==> src/rtl/cpu_types_pkg.sv <==
// Shared CPU-side types: RAM handshake state and the data word.
package cpu_types_pkg;

  localparam int WORD_W = 32;

  typedef logic [WORD_W-1:0] word_t;

  // RAM handshake reported back to the memory controller.
  typedef enum logic [1:0] {
    FREE   = 2'd0,
    BUSY   = 2'd1,
    ACCESS = 2'd2,
    ERROR  = 2'd3
  } ramstate_t;

endpackage

==> src/rtl/diaosi_types_pkg.sv <==
// Arbiter-local types: grant FSM states and client identifiers.
package diaosi_types_pkg;

  // The state register is the only record of which client owns the RAM.
  typedef enum logic [1:0] {
    IDLE  = 2'd0,
    GNT_D = 2'd1,
    GNT_I = 2'd2
  } arb_state_t;

  // Identifies the last client served (round-robin build only).
  typedef enum logic {
    CL_I = 1'b0,
    CL_D = 1'b1
  } client_t;

endpackage

==> src/rtl/mem_arbiter.sv <==
// mem_arbiter: icache/dcache -> single RAM port arbiter.
// One word transaction outstanding; grant held until RAM reports ACCESS.
// Optional build macro ARB_ROUND_ROBIN_EN: round-robin on simultaneous
// requests instead of fixed dcache-first priority.
module mem_arbiter
  import cpu_types_pkg::*;
  import diaosi_types_pkg::*;
#(
  parameter int AW = 32,
  parameter int DW = 32
) (
  input  logic          CLK,
  input  logic          nRST,
  // icache
  input  logic          iREN,
  input  logic [AW-1:0] iaddr,
  output logic          iwait,
  output logic [DW-1:0] iload,
  // dcache
  input  logic          dREN,
  input  logic          dWEN,
  input  logic [AW-1:0] daddr,
  input  logic [DW-1:0] dstore,
  output logic          dwait,
  output logic [DW-1:0] dload,
  // RAM
  output logic          ramREN,
  output logic          ramWEN,
  output logic [AW-1:0] ramaddr,
  output logic [DW-1:0] ramstore,
  input  logic [DW-1:0] ramload,
  input  ramstate_t     ramstate
);

  arb_state_t state, next_state;

  logic d_req, i_req;
  logic ram_done;

  assign d_req    = dREN | dWEN;
  assign i_req    = iREN;
  assign ram_done = (ramstate == ACCESS);

`ifdef ARB_ROUND_ROBIN_EN
  client_t last_gnt;
  logic    d_done, i_done;

  // Completion pulses for the granted client; aborts never count.
  assign d_done = (state == GNT_D) && d_req && ram_done;
  assign i_done = (state == GNT_I) && i_req && ram_done;

  // Remember who was served last so a tie goes to the other client.
  always_ff @(posedge CLK or negedge nRST) begin
    if (!nRST)       last_gnt <= CL_I;
    else if (d_done) last_gnt <= CL_D;
    else if (i_done) last_gnt <= CL_I;
  end
`endif

  // Grant register; async reset aborts any transaction in flight.
  always_ff @(posedge CLK or negedge nRST) begin
    if (!nRST) state <= IDLE;
    else       state <= next_state;
  end

  // Next-state and output mux on the grant; outputs default to the idle/reset view.
  always_comb begin
    next_state = state;
    iwait      = 1'b1;
    dwait      = 1'b1;
    iload      = '0;
    dload      = '0;
    ramREN     = 1'b0;
    ramWEN     = 1'b0;
    ramaddr    = '0;
    ramstore   = '0;

    unique case (state)
      IDLE: begin
        if (d_req && i_req) begin
`ifdef ARB_ROUND_ROBIN_EN
          next_state = (last_gnt == CL_D) ? GNT_I : GNT_D;
`else
          next_state = GNT_D;
`endif
        end else if (d_req) begin
          next_state = GNT_D;
        end else if (i_req) begin
          next_state = GNT_I;
        end
      end

      GNT_D: begin
        ramaddr  = daddr;
        ramstore = dstore;
        ramWEN   = dWEN;
        ramREN   = dREN & ~dWEN;   // writeback wins if both are raised
        if (!d_req) begin
          next_state = IDLE;       // client withdrew: no completion
        end else if (ram_done) begin
          dwait      = 1'b0;
          dload      = ramload;
          next_state = IDLE;
        end
        // FREE/BUSY/ERROR: hold grant and keep driving (ERROR retries)
      end

      GNT_I: begin
        ramaddr = iaddr;
        ramREN  = iREN;
        if (!i_req) begin
          next_state = IDLE;
        end else if (ram_done) begin
          iwait      = 1'b0;
          iload      = ramload;
          next_state = IDLE;
        end
      end

      default: next_state = IDLE;
    endcase
  end

endmodule

==> config.mk <==
export PLATFORM = sky130hd
export DESIGN_NAME = mem_arbiter
export DESIGN_NICKNAME = d
export VERILOG_FILES = /design/src/rtl/cpu_types_pkg.sv /design/src/rtl/diaosi_types_pkg.sv /design/src/rtl/mem_arbiter.sv
export SDC_FILE = /design/constraint.sdc
export NUM_CORES = 1
export LEC_CHECK = 0
export BUFFER_PORTS_ARGS = -buffer_cell sky130_fd_sc_hd__buf_2
export CAP_MARGIN = 40
export CORE_AREA = 5 5 101 103
export DETAILED_ROUTE_END_ITERATION = 8
export DIE_AREA = 0 0 106 108
export SLEW_MARGIN = 20
export SYNTH_ARGS = -nofsm -noshare
export SYNTH_HDL_FRONTEND = slang
export SYNTH_SLANG_ARGS = --single-unit
==> constraint.sdc <==
create_clock -name CLK -period 2 [get_ports CLK]
set_input_delay 0.3 -clock CLK [delete_from_list [all_inputs] [get_ports CLK]]
set_output_delay 0.3 -clock CLK [all_outputs]
set_load 0.02 [all_outputs]
# Yosys cells after proc, flatten, opt, wreduce, memory -nomap -nowiden
# Index checks and enable logic that the tools add are counted.
# classes
n_bitwise	3
eq_ne	4
n_reduce_logical	2
n_mux	21
# op_table
cell	n
32-bit two-way mux	6
32-bit case mux with 2 select lines	1
2-bit two-way mux	6
1-bit two-way mux	6
2-bit case mux with 3 select lines	1
2-bit == test, second input constant	2
4-bit != test, second input constant	1
2-bit by 1-bit == test with 1-bit output, second input constant	1
2-bit logical NOT	1
1-bit case mux with 2 select lines	1
1-bit bitwise AND	1
1-bit logical AND	1
1-bit inverter	1
1-bit OR	1
# totals
register_bits	2

# Longest topological paths before layout
# Gate-level depths: netlist of run 1.
# logic_depth
ltp_word	4
mapped_depth	7

# Worst setup path before layout of run 1
# Ideal clock, no wire load.
# synth_timing
path_kind	register to output
from	register state[0]
to	output port iload[22]
stages_incl_launch_ff	8
arrival_ns	1.386
path_buffers	2
t_required_ns	1.700
slack_ns	0.314
cell_sequence	dfrtp_1 > inv_1 > ha_1 > buf_2 > nand2_1 > nor2_2 > clkbuf_2 > and2_1
# synth_between
elab_chain_len	2
# synth_lines
element	line_no	source
start, declared	mem_arbiter.sv:35	arb_state_t state, next_state;
start signal, assigned	mem_arbiter.sv:63	else state <= next_state;
2-bit == test	mem_arbiter.sv:78	unique case (state)
32-bit two-way mux	mem_arbiter.sv:78	
end, declared	mem_arbiter.sv:18	output logic [DW-1:0] iload,
# No other way between the ends.

# Final worst setup path of run 1
# layout_timing
from	register state[1]
to	output port dload[8]
# layout_between
elab_chain_len	2
# layout_lines
element	line_no	source
2-bit by 1-bit == test with 1-bit output	mem_arbiter.sv:78	
32-bit two-way mux	mem_arbiter.sv:78	
end, declared	mem_arbiter.sv:25	output logic [DW-1:0] dload,
# No other way between the ends.

==> impl_metrics.py, run 1 <==
metrics = {
    "final_layout": {
        "area.growth.synth_to_final_pct": 129,
        "drive_gt1_share_pct": 62.9,
        "post-route-util_pct": 34.3,
        "design_area_mm2": 0.00312,
        "final_cell_mix": "240 x buf_2, 95 x and2_1, 32 x a22oi_1, 32 x nor2b_1, 27 x buf_4",
        "layout_commonest_cell": "buf_2",
        "top_register": "state",
        "largest_reg_flops": 2,
        "final_cells": 587,
        "reg_top3": "state (2)",
        "fin_nets": 615,
        "final.fill_count": 1005,
    },
    "timing": {
        "relSlewSlack_pct": 82.3,
        "rsz0062_at_grt": "yes",
        "fmax_ghz": 0.513,
        "tightest_slew_ns": 0.265,
        "period_share_pct": 97.5,
        "setup_violations": 0,
        "hold_slack_ns": 0.427,
        "finalHoldViolations": 0,
        "period_needed_ns": 1.95,
        "fin_ws_ns": 0.0509,
        "skew_ns": 0.000713,
        "drv_slew": 0,
    },
    "setup_path": {
        "arrival_ns": 1.65,
        "critical_path_class": "flip-flop to primary output",
        "endpoint_kind": "primary output",
        "crit_path_start": "state[1]$_DFFE_PN0P_",
        "slowest_delay_ns": 0.41,
        "r2r_setup_slack_ns": 0.70,
        "cp_cell_sequence": "inv_2 > ha_4 > o21ai_2 > nor2_4 > clkbuf_16 > and2_1 > buf_2",
        "timing.rr.start": "state[0]$_DFFE_PN0P_",
        "critPathMaxFanout": 8,
        "required_ns": 1.70,
        "slowest_stage": "dfrtp_1",
        "crit_path_start_kind": "flip-flop",
    },
    "cts": {
        "clock-sinks": 2,
        "cts_tree": "done",
        "htreeDepth": 1,
        "cts.clk_slew.worst_paths_ns": 0.03,
        "cts_root_buffer": "clkbuf_8",
        "clk_latency_ns": 0.21,
        "clk_path_buf_depth": 2,
        "cts_buffers": 3,
    },
    "yosys": {
        "synth_top_cells_by_area": "and2_1 45%, a22oi_1 18%, nor2b_1 15%",
        "yosys_most_used_dff": "dfrtp_1",
        "muxShareOfSynthArea_pct": 0,
        "postSynthAreaPerCell_um2": 6.55,
        "synth.distinct_cells": 22,
        "synth_nets": 347,
        "syn_inst": 208,
        "synth-seq-cells": 2,
        "synth_top_family_by_area": "simple AND/OR/NAND/NOR gates",
        "async_flop_share_pct": 100,
        "yosys.area_share.simple_pct": 62.9,
        "synth_xor_area_share_pct": 0,
        "ys_warn_count": 0,
        "ys_seq_area_share_pct": 3.67,
        "netlist_area_mm2": 0.00136,
        "synth_top_area_cell": "and2_1",
        "synth_edf_count": 0,
        "synthAdderAreaFrac_pct": 3.67,
        "synth.top_cell.area_share_pct": 45.0,
        "synth_compound_area_share_pct": 21.6,
    },
    "power": {
        "ir_drop_mv": 0.404,
        "p_clk_share_pct": 6.1,
        "pwr-share-seq_pct": 2.8,
        "power_density_mw_per_mm2": 830,
        "power.internal_mw": 1.15,
        "power.switching_mw": 1.44,
        "swShare_pct": 55.5,
        "leakage_nw": 1.86,
        "power_frac_comb_pct": 91.1,
    },
    "place": {
        "dpl.hpwl_um": 7650,
        "postPlaceCellArea_mm2": 0.00282,
        "dp_slack_ns": 0.208,
        "portBuffers": 266,
        "gp_congestion": 0.785,
        "dp_cells": 572,
    },
    "die": {
        "die_y_um": 108,
        "row_count": 35,
        "num_io_pins": 267,
        "core_area_mm2": 0.00911,
        "die_w_um": 106,
        "die-area_mm2": 0.0114,
        "start_util_pct": 15.0,
    },
    "grt": {
        "track_usage_pct": 13.5,
        "antenna_found_initial": 2,
        "grt_pass1_vias": 2480,
        "gr-total-overflow": 0,
        "grt_pass1_wl_um": 12200,
        "grt_max_degree": 57,
    },
    "route": {
        "ant_nets": 0,
        "vias_per_cell": 4.24,
        "drt_iter0_drc": 148,
        "drcViolationCount": 0,
        "wire_per_inst_um": 15.7,
        "drt_first_pass_iters": 4,
        "vias": 2486,
        "totalWireLength_um": 9190,
    },
    "min_path": {
        "hp-class": "input port to async pin",
    },
    "flow_run": {
        "maxCapViolCount": 0,
    },
    "status": {
        "status": "completed",
    },
}
critical path, delay by kind of cell, from the launching register on:
| kind | cells | cell delay (ns) |
|---|---|---|
| adders and majority gates | 1 | 0.17 |
| and+or+nand+nor | 2 | 0.32 |
| AOI/OAI and AO/OA | 1 | 0.09 |
| buffers and inverters | 3 | 0.45 |
| DFF | 1 | 0.41 |
synthesized netlist by cell type (3+ instances only):
cell type,number
ha_1,4
clkbuf_1,6
a22oi_1,32
and2_1,98
buf_2,8
inv_1,5
nor2b_1,32
clkbuf_2,3
final timing paths:
| kind | endpoint | depth (start not counted) |
|---|---|---|
| max in group asynchronous | state[0]$_DFFE_PN0P_ | 2 |
| max reg2reg | state[0]$_DFFE_PN0P_ | 5 |
| min | state[1]$_DFFE_PN0P_ | 2 |
| min reg2reg | state[0]$_DFFE_PN0P_ | 1 |
| min in group CLK | state[1]$_DFFE_PN0P_ | 3 |
| max | dload[8] | 7 |
timing repair:
item / CTS / global route
hold endpoints to repair: 2 / 0
gates resized for setup: 2 / 54
setup buffers: 0 / 3
setup endpoints to repair: 2 / 78
gates cloned: 0 / 6
pin swaps: 0 / 2
hold buffers: 1 / 0
cell families (layout without fill, tap and decap cells):
group,after synthesis,count (layout)
flops,2,2
fa+ha+maj,4,4
simple gates,138,138
other cells,0,2
buf+inv,25,291
compound gates,39,39
area by class of cell:
| type | instances | area [um^2] | area share [%] |
|---|---|---|---|
| Multi-Input combinational cell | 181 | 1240 | 39.9 |
| Inverter | 5 | 18.8 | 0.601 |
| Tap cell | 111 | 139 | 4.45 |
| Timing Repair Buffer | 283 | 1620 | 52.0 |
| Clock buffer | 3 | 41.3 | 1.32 |
| Antenna cell | 2 | 5.00 | 0.160 |
| Sequential cell | 2 | 51.3 | 1.64 |
power groups by stage:
stage	Sequential (mW)	Combinational, mW	Clock [mW]
2_1_floorplan	0.0689	1.47	0
3_3_place_gp	0.0717	2.22	0
3_5_place_dp	0.0734	2.25	0
4_1_cts	0.0729	2.26	0.166
5_1_grt	0.0747	2.56	0.166
6_report	0.0722	2.36	0.159
routing by layer:
layer  wire length, um  vias to the layer above  global-route usage [%]
met5                 0                        -                       0
met3               984                       10                    4.42
li1                  -                     1220                       -
met2              4910                      172                    26.2
met1              3080                     1084                    13.1
met4               214                        0                    5.46
stage by stage:
step           power (mW)  setup TNS (ns)
5_1_grt              2.81          -0.338
3_3_place_gp         2.29               0
3_5_place_dp         2.33               0
6_report             2.59               0
4_1_cts              2.50               0
2_1_floorplan        1.54               0
(Power assumes the default switching activity.)
==> run 2, diff against run 1 <==
--- a/config.mk
+++ b/config.mk
@@ -10,6 +10,7 @@
 export CORE_AREA = 5 5 101 103
 export DETAILED_ROUTE_END_ITERATION = 8
 export DIE_AREA = 0 0 106 108
+export GPL_TIMING_DRIVEN = 0
 export SLEW_MARGIN = 20
 export SYNTH_ARGS = -nofsm -noshare
 export SYNTH_HDL_FRONTEND = slang
==> impl_metrics.py, run 2 (same netlist as run 1, synthesis figures left out) <==
metrics = {
    "place": {
        "dpl.hpwl_um": 8200,
        "dp_cells": 585,
        "postPlaceCellArea_mm2": 0.00283,
        "portBuffers": 266,
        "gp_congestion": 0.805,
        "dp_slack_ns": -0.123,
    },
    "cts": {
        "cts.clk_slew.worst_paths_ns": 0.03,
        "clk_path_buf_depth": 2,
        "cts_tree": "done",
        "cts_root_buffer": "clkbuf_8",
        "clock-sinks": 2,
        "htreeDepth": 1,
        "clk_latency_ns": 0.21,
        "cts_buffers": 3,
    },
    "setup_path": {
        "cp_cell_sequence": "buf_4 > ha_4 > buf_8 > buf_6 > nand2_1 > o21ai_2 > and2_4 > buf_4",
        "timing.rr.start": "state[0]$_DFFE_PN0P_",
        "endpoint_kind": "primary output",
        "slowest_delay_ns": 0.40,
        "arrival_ns": 1.65,
        "slowest_stage": "dfrtp_2",
        "critPathMaxFanout": 10,
        "cp_top_family": "buffers and inverters",
        "cpMostUsedCell": "buf_4",
        "crit_path_start_kind": "flip-flop",
        "required_ns": 1.70,
        "critical_path_class": "flip-flop to primary output",
        "crit_path_start": "state[0]$_DFFE_PN0P_",
        "path_buf_inv": 4,
    },
    "die": {
        "start_util_pct": 15.0,
        "die_w_um": 106,
        "die-area_mm2": 0.0114,
        "num_io_pins": 267,
        "row_count": 35,
        "core_area_mm2": 0.00911,
        "die_y_um": 108,
    },
    "timing": {
        "skew_ns": 0.000172,
        "relSlewSlack_pct": 83.3,
        "tns_ns": 0,
        "setup_violations": 0,
        "tightest_slew_ns": 0.251,
        "hold_slack_ns": 0.428,
        "fmax_ghz": 0.513,
        "fin_ws_ns": 0.0515,
        "finalHoldViolations": 0,
        "period_share_pct": 97.4,
        "rsz0062_at_grt": "yes",
        "period_needed_ns": 1.95,
        "drv_slew": 0,
    },
    "min_path": {
        "hp-class": "input port to async pin",
    },
    "grt": {
        "track_usage_pct": 14.6,
        "grt_max_degree": 11,
        "gr-total-overflow": 0,
        "antenna_found_initial": 1,
        "grt_pass1_vias": 2628,
        "grt_pass1_wl_um": 13200,
    },
    "route": {
        "vias_per_cell": 4.27,
        "vias": 2558,
        "totalWireLength_um": 9490,
        "drt_iter0_drc": 87,
        "wl_met2_um": 5320,
        "wire_per_inst_um": 15.8,
        "ant_nets": 0,
        "drt_first_pass_iters": 4,
        "drcViolationCount": 0,
        "route.met3.wl_um": 950,
        "drt-met1-wl_um": 3080,
        "top_layer": "met5",
    },
    "status": {
        "status": "completed",
    },
    "power": {
        "ir_drop_mv": 0.376,
        "p_clk_share_pct": 5.8,
        "swShare_pct": 54.7,
        "leakage_nw": 1.98,
        "power_frac_comb_pct": 91.6,
        "pwr-share-seq_pct": 2.5,
        "power.internal_mw": 1.22,
        "total_power_mw": 2.68,
        "power_density_mw_per_mm2": 789,
        "power.switching_mw": 1.47,
    },
    "final_layout": {
        "drive_gt1_share_pct": 69.3,
        "reg_top3": "state (2)",
        "top_register": "state",
        "post-route-util_pct": 37.3,
        "final.fill_count": 957,
        "final_cells": 599,
        "antenna_cells": 0,
        "design_area_mm2": 0.00340,
        "layout_commonest_cell": "buf_2",
        "final_cell_mix": "235 x buf_2, 70 x and2_1, 36 x buf_6",
        "largest_reg_flops": 2,
        "area.growth.synth_to_final_pct": 150,
        "fin_nets": 629,
    },
    "flow_run": {
        "maxCapViolCount": 0,
    },
}
-- run 2: routing by layer --
layer,GRT usage (%),up-vias
li1,-,1242
met1,13.7,1141
met2,30.6,165
met3,4.48,8
met4,3.42,2
met5,0,-
-- run 2: final timing paths --
path | endpoint | slack, ns | depth (start not counted)
worst max-delay path | ramREN | 0.05 | 8
worst min-delay path | state[1]$_DFFE_PN0P_ | 0.43 | 2
worst max register to register | state[0]$_DFFE_PN0P_ | 0.66 | 6
worst min register to register | state[1]$_DFFE_PN0P_ | 0.67 | 2
max in group asynchronous | state[0]$_DFFE_PN0P_ | 1.46 | 2
min in group CLK | state[1]$_DFFE_PN0P_ | 0.50 | 3
-- run 2: worst reg2reg max path, delay by kind of cell (launching register included) --
kind,cells,cell delay [ns]
buffers and inverters,2,0.18
adder cells (fa/ha/maj),1,0.17
AND/OR/NAND/NOR,1,0.07
flip-flops,1,0.40
AO/OA/AOI/OAI,2,0.46
-- run 2: final cells by class --
cell class,instances,area [um^2],area share [%]
sequential,2,51.3,1.51
multi-input combinational,181,1320,38.8
clock buffer,3,41.3,1.21
tap,111,139,4.08
buffer,20,170,5.00
inverter,5,18.8,0.552
timing repair buffer,277,1660,48.8
-- run 2: power by group through the flow --
stage          sequential, mW  combinational [mW]  clock (mW)
2_1_floorplan          0.0689                1.47           0
3_3_place_gp           0.0718                2.24           0
3_5_place_dp           0.0729                2.27           0
4_1_cts                0.0648                2.39       0.162
5_1_grt                0.0703                2.67       0.165
6_report               0.0679                2.46       0.157
-- run 2: timing repair --
item,4_1_cts,5_1_grt
gates cloned,3,0
pin swaps,2,3
endpoints found under the setup margin,126,109
hold buffers,1,0
gates resized for setup,38,115
setup buffers,5,3
hold endpoints to repair,2,0
